$ cat src/rtl/handshake_fifo.sv
// handshake_fifo: circular FIFO with valid/ready handshakes on both sides.
// ready_o is derived only from the registered occupancy, so ready_i never
// reaches ready_o combinationally. flush_i empties the FIFO next cycle and
// takes priority over push and pop. Memory contents survive a flush.
// Optional feature: define HANDSHAKE_FIFO_BYPASS_EN for zero-latency
// fall-through while the FIFO is empty. The default build has no bypass.
module handshake_fifo #(
  parameter type         DATA_T = logic,
  parameter int unsigned DEPTH  = 4
) (
  input  logic                       clk_i,
  input  logic                       rst_n_i,
  input  logic                       flush_i,
  input  logic                       valid_i,
  output logic                       ready_o,
  input  DATA_T                      data_i,
  output logic                       valid_o,
  input  logic                       ready_i,
  output DATA_T                      data_o,
  output logic [$clog2(DEPTH+1)-1:0] count_o
);

  localparam int unsigned PW = $clog2(DEPTH);
  localparam int unsigned CW = $clog2(DEPTH + 1);

  logic [PW-1:0] head_q, head_d;
  logic [PW-1:0] tail_q, tail_d;
  logic [CW-1:0] count_q, count_d;
  DATA_T         mem_q [DEPTH];
  DATA_T         mem_d [DEPTH];

  logic push;
  logic pop;
  logic empty;
  logic full;

  function automatic logic [PW-1:0] wrap_inc(input logic [PW-1:0] p);
    return (p == PW'(DEPTH - 1)) ? '0 : p + 1'b1;
  endfunction

  // Handshake outputs and the accepted push/pop for this cycle
  always_comb begin
    empty   = (count_q == '0);
    full    = (count_q == CW'(DEPTH));
    ready_o = ~full;
    count_o = count_q;
    pop     = ~empty & ready_i;
`ifdef HANDSHAKE_FIFO_BYPASS_EN
    // While empty the input falls through; a word taken directly downstream
    // is never written, so count stays at zero.
    valid_o = ~flush_i & (~empty | valid_i);
    data_o  = empty ? data_i : mem_q[head_q];
    push    = valid_i & ~full & ~(empty & ready_i);
`else
    valid_o = ~empty;
    data_o  = mem_q[head_q];
    push    = valid_i & ~full;
`endif
  end

  // Next pointer, occupancy and memory state; flush overrides push and pop
  always_comb begin
    head_d  = head_q;
    tail_d  = tail_q;
    count_d = count_q;
    mem_d   = mem_q;
    if (flush_i) begin
      head_d  = '0;
      tail_d  = '0;
      count_d = '0;
    end else begin
      if (push) begin
        mem_d[tail_q] = data_i;
        tail_d        = wrap_inc(tail_q);
      end
      if (pop) begin
        head_d = wrap_inc(head_q);
      end
      case ({push, pop})
        2'b10:   count_d = count_q + 1'b1;
        2'b01:   count_d = count_q - 1'b1;
        default: count_d = count_q;
      endcase
    end
  end

  // State registers with asynchronous active-low reset clearing all entries
  always_ff @(posedge clk_i or negedge rst_n_i) begin
    if (!rst_n_i) begin
      head_q  <= '0;
      tail_q  <= '0;
      count_q <= '0;
      for (int unsigned i = 0; i < DEPTH; i++) begin
        mem_q[i] <= '0;
      end
    end else begin
      head_q  <= head_d;
      tail_q  <= tail_d;
      count_q <= count_d;
      for (int unsigned i = 0; i < DEPTH; i++) begin
        mem_q[i] <= mem_d[i];
      end
    end
  end

endmodule
$ cat config.mk
export PLATFORM = sky130hd
export DESIGN_NAME = handshake_fifo
export DESIGN_NICKNAME = d
export VERILOG_FILES = /design/src/rtl/handshake_fifo.sv
export SDC_FILE = /design/constraint.sdc
export NUM_CORES = 1
export LEC_CHECK = 0
export BUFFER_PORTS_ARGS = -buffer_cell sky130_fd_sc_hd__buf_2
export CAP_MARGIN = 20
export CORE_ASPECT_RATIO = 0.5
export CORE_UTILIZATION = 25
export CTS_BUF_LIST = sky130_fd_sc_hd__clkbuf_8 sky130_fd_sc_hd__clkbuf_16
export CTS_CLUSTER_SIZE = 12
export DETAILED_ROUTE_END_ITERATION = 6
export PLACE_DENSITY_LB_ADDON = 0.1
export SLEW_MARGIN = 25
export SYNTH_ARGS = -nofsm -noshare
export SYNTH_HDL_FRONTEND = slang
export SYNTH_SLANG_ARGS = --single-unit
export TNS_END_PERCENT = 100
$ cat constraint.sdc
create_clock -name clk_i -period 2.9 [get_ports clk_i]
set_input_delay 0.87 -clock clk_i [delete_from_list [all_inputs] [get_ports clk_i]]
set_output_delay 0.87 -clock clk_i [all_outputs]
set_load 0.05 [all_outputs]
* Yosys cells after proc, flatten, opt, wreduce, memory -nomap -nowiden
Cells that the tools add are included.
** Cells by class
- Add/sub/neg operators :: 4
- Multiply operators :: 0
- Div/mod/pow operators :: 0
- Order comparisons :: 3
- Equal/unequal tests :: 5
- Shifts and indexed selects :: 0
- Multiplexer cells :: 14
- Bitwise gates (word level) :: 7
- Reductions and logical operators :: 6
** Operators with widths (count)
- two-way mux 2 bit :: 6
- equality test 2 bit, second input constant :: 3
- greater-or-equal comparator 3 bit, second input constant :: 2
- NOT 2 -> 3 bit :: 2
- case mux 3 bit (2 select lines) :: 1
- adder 2 x 1 -> 2 bit, second input constant :: 2
- bitwise mux 4 bit :: 1
- nonzero test 2 bit :: 2
- adder 3 x 1 -> 3 bit, second input constant :: 1
- equality test 3 bit, second input constant :: 1
- logical NOT 3 bit :: 1
- < comparator 3 x 1 -> 1 bit, second input constant :: 1
- two-way mux 1 bit :: 3
- two-way mux 3 bit :: 1
- NOT 1 bit :: 3
- nonzero test 3 bit :: 1
- subtractor 3 x 1 -> 3 bit, second input constant :: 1
- AND 1 bit :: 2
- binary-select mux 1 bit (select 2 bit) :: 1
- demux 1 bit (select 2 bit) :: 1
- equality test 2 x 1 -> 1 bit, second input constant :: 1
- AND reduction 2 bit :: 1
- logical AND 1 bit :: 1
** Storage, ports and cells
- Register bits :: 11
- Bits in latches :: 0
- Bits in writable memories :: 0
- Bits in read-only memories :: 0
- Input bits :: 6
- Output and inout bits :: 6
- Memories :: 0

* Longest topological paths before layout
- Word-level depth :: 6
- Depth in mapped cells :: 7
- Depth with buffers taken out :: 6

* Worst setup path after synthesis
OpenSTA, ideal clock, no wires.
- Path type :: reg2reg
- Start :: reg count_q[1] (netlist: count_o[1])
- End :: reg count_q[1] (netlist: count_o[1])
- Library setup time :: 0.086 ns
- Arrival :: 2.299 ns
- Setup slack :: 0.514 ns
- Cell stages (with the launch flop) :: 6
- Path buffers :: 0
- Cells stage by stage :: dfrtp_1 or3_1 o211a_1 fa_1 a41oi_1 nor3_1
** Between the ends
- Word-level cells in the longest chain between the ends :: 6
- Elaborated cells between the ends (all ways) :: 13
- Classes of those cells :: add/sub: 2; eq/ne: 3; mux: 2; bitwise: 4; reduce/logical: 2
** Ends and longest elaborated chain
- start, declared :: line 28 : logic [CW-1:0] count_q, count_d;
- start signal, assigned :: line 99 : count_q <= count_d;
- logical NOT 3 bit * :: line 43 : empty = (count_q == '0);
- NOT 1 bit *
- via valid_o :: line 17 : output logic valid_o,
- AND 1 bit * :: line 47 : pop = ~empty & ready_i;
- equality test 2 x 1 -> 1 bit / equality test 2 bit (equally long branches) :: line 79 : case ({push, pop})
- case mux 3 bit (2 select lines) :: line 79
- two-way mux 3 bit :: line 67 : if (flush_i) begin
The timed path passes the listed nets; every way through them passes the cells marked *.
A chain may end at the register's enable or synchronous reset.

* Worst setup path after layout
- Start :: reg count_q[2] (netlist: count_o[2])
- End :: out ready_o
** Between the ends
- Word-level cells in the longest chain between the ends :: 2
** Ends and longest elaborated chain
- equality test 3 bit :: line 44 : full = (count_q == CW'(DEPTH));
- NOT 1 bit :: line 45 : ready_o = ~full;
- end, declared :: line 15 : output logic ready_o,
No other way between the ends.

==> metrics <==
# DRC 0; sequential element share of the synthesized area 39.1%; status completed; worst hold path type flop to flop; Routed WL per cell 11.7 um; Diodes inserted 0; max_slew headroom 78.6%; register area 275 um^2; leakage 0.000386 uW; Final Hold Fails 0; most frequent cells in the layout 11 x dfrtp_1, 11 x buf_2, 10 x nand2_1; clk sink count 11; CP Capture Type primary output; Layout fillers 288; Max Cap Viol 0; Startpoint Class flop; M3 GR Usage 5.35%; drt initial violations 6; GR Util met1 13.3%; CTS tree done; pwr dens 707 mW/mm^2; #FFs+latches synth 11; delay-heaviest family, CP flip-flops; H-tree lvl count 1; Worst-Margin Slew 0.321 ns; GRT Total Usage 11.4%; Final Cycle Share 78.8%; initial antenna violation count 0; Initial Util 26.7%; largest net degree at the start of global routing 15; # resized after CTS 0; setup TNS 0 ns; Cell Area, Placed 791 um^2; met2 Usage GRT 19.4%; ANT nets after route 0; Vias 549; drt pass-1 iters 3; design area 836 um^2; CP peak stage delay 0.51 ns; CTS clk-pin slew, worst paths 0.05 ns; post-CTS setup buffers 0; Slew Viols, Final 0; total gr overflow 0; RD Place Congestion 0.756; Post-synth EDFFs 0; FFs w/ async S/R, synth 100%; Worst VDD drop 0.000175 V; area of the multi-input gates 403 um^2; f_max 438 MHz; syn nets 83; # hold bufs at CTS 0; Critical Path RT 2.03 ns; Period minus WS final 2.29 ns; Chip Width 77.1 um; Die Area 0.00305 mm^2; Synth cell types 26; DRT Wirelength 1420 um; synth warn 0; Clock Tree Root clkbuf_8; area of the mapped netlist 704 um^2; port bufs 11; main flop type after synthesis dfrtp_1; Slowest cell on crit path dfrtp_1; area delta synth->final 18.7%; Die H 39.5 um; fraction of layout cells with a size suffix above 1 21.4%; critical-path cell list or3b_4 > buf_2; Setup-failing EPs final 0; Syn Area/Cell 9.78 um^2; worst-path fanout max 10; TritonCTS Buffers 3; post-synthesis cell count 72; GRT Max-Usage Layer met2; critical path type flop to primary output; vias in the first global route 534; first-pass GRT wire length 2500 um; core area 0.00264 mm^2; Clk Latency, worst-skew pair 0.23 ns; Layout Nets 96; clk buf depth 2; Clock Skew 0.00419 ns; WP buf/inv 1; RSZ-0062 raised after global routing false; FP Rows 13; I/O pin total 12; Critical Path AT 1.42 ns; Vias/cell 4.54
## sequential cells by signal, indices dropped and copies added, names as in the netlist
name,flops
tail_q,2
head_q,2
count_o,3
mem_q,4
## cells in the mapped netlist, types with 2 or more instances
master / instances / area [um^2]
or3_1: 2 / 12.5
nand3_1: 5 / 25.0
xnor2_1: 2 / 17.5
dfrtp_1: 11 / 275
nand2_1: 10 / 37.5
ha_1: 4 / 50.1
xor2_1: 2 / 17.5
inv_1: 3 / 11.3
o21ai_0: 3 / 15.0
nor2_1: 8 / 30.0
a21oi_1: 2 / 10.0
buf_2: 3 / 15.0
mux2_1: 4 / 45.0
## through the flow
| stage | hold WS [ns] | setup slack, ns | power (uW) | util [%] | cells |
|---|---|---|---|---|---|
| after floorplan | 0.459 | 0.514 | 398 | - | 72 |
| after global placement | 0.475 | 0.577 | 449 | 30.0 | 117 |
| after detailed placement | 0.480 | 0.552 | 448 | 30.0 | 117 |
| after CTS | 0.491 | 0.607 | 603 | 31.7 | 121 |
| after global routing | 0.513 | 0.545 | 639 | 31.7 | 121 |
| final | 0.485 | 0.615 | 591 | 31.7 | 121 |
## worst paths after layout
kind | start | end | slack [ns] | cells past startpoint
worst max-delay path | count_o[2] | ready_o | 0.61 | 2
max in group asynchronous | rst_n_i | head_q[0] | 2.19 | 1
worst max register to register | count_o[0] | count_o[2] | 0.93 | 6
worst min register to register | mem_q[0] | mem_q[0] | 0.48 | 1
min in group asynchronous | rst_n_i | tail_q[0] | 0.50 | 1
worst min-delay path | mem_q[0] | mem_q[0] | 0.48 | 1
## cell type report
class                      instances  area share, %
timing repair buffer              11           6.59
multi-input combinational         55           48.2
clock buffer                       3           4.94
inverter                           3           1.35
tap                               37           5.54
sequential                        11           32.9
clock inverter                     1          0.449
## power breakdown
group          switching (uW)  total (uW)  internal, uW  leakage (uW)
Clock                    54.7         147          92.7     0.0000269
Sequential               34.6         223           189      0.000145
Combinational             140         220          80.7      0.000215
Total                     229         591           362      0.000386
## worst reg2reg max path, delay by kind of cell (launching register included)
kind,cells,cell delay (ns)
AO/OA/AOI/OAI,3,0.45
adder cells (fa/ha/maj),1,0.41
flip-flops,1,0.49
AND/OR/NAND/NOR,2,0.55
## layer usage
layer / wire [um] / part of all wire [%]
met1: 724 / 51
met2: 625 / 44
met3: 71 / 5.0
met4: 0 / 0
met5: 0 / 0
## logic make-up (layout without fill, tap and decap cells)
group	Yosys count	count (layout)	synth area share, %
simple gates	30	30	22.2
compound gates	11	11	10.5
flops	11	11	39.1
buf+inv	6	18	3.73
fa+ha+maj	5	5	9.95
mux	5	5	9.59
xor+xnor	4	4	4.97
(Power assumes the default switching activity.)
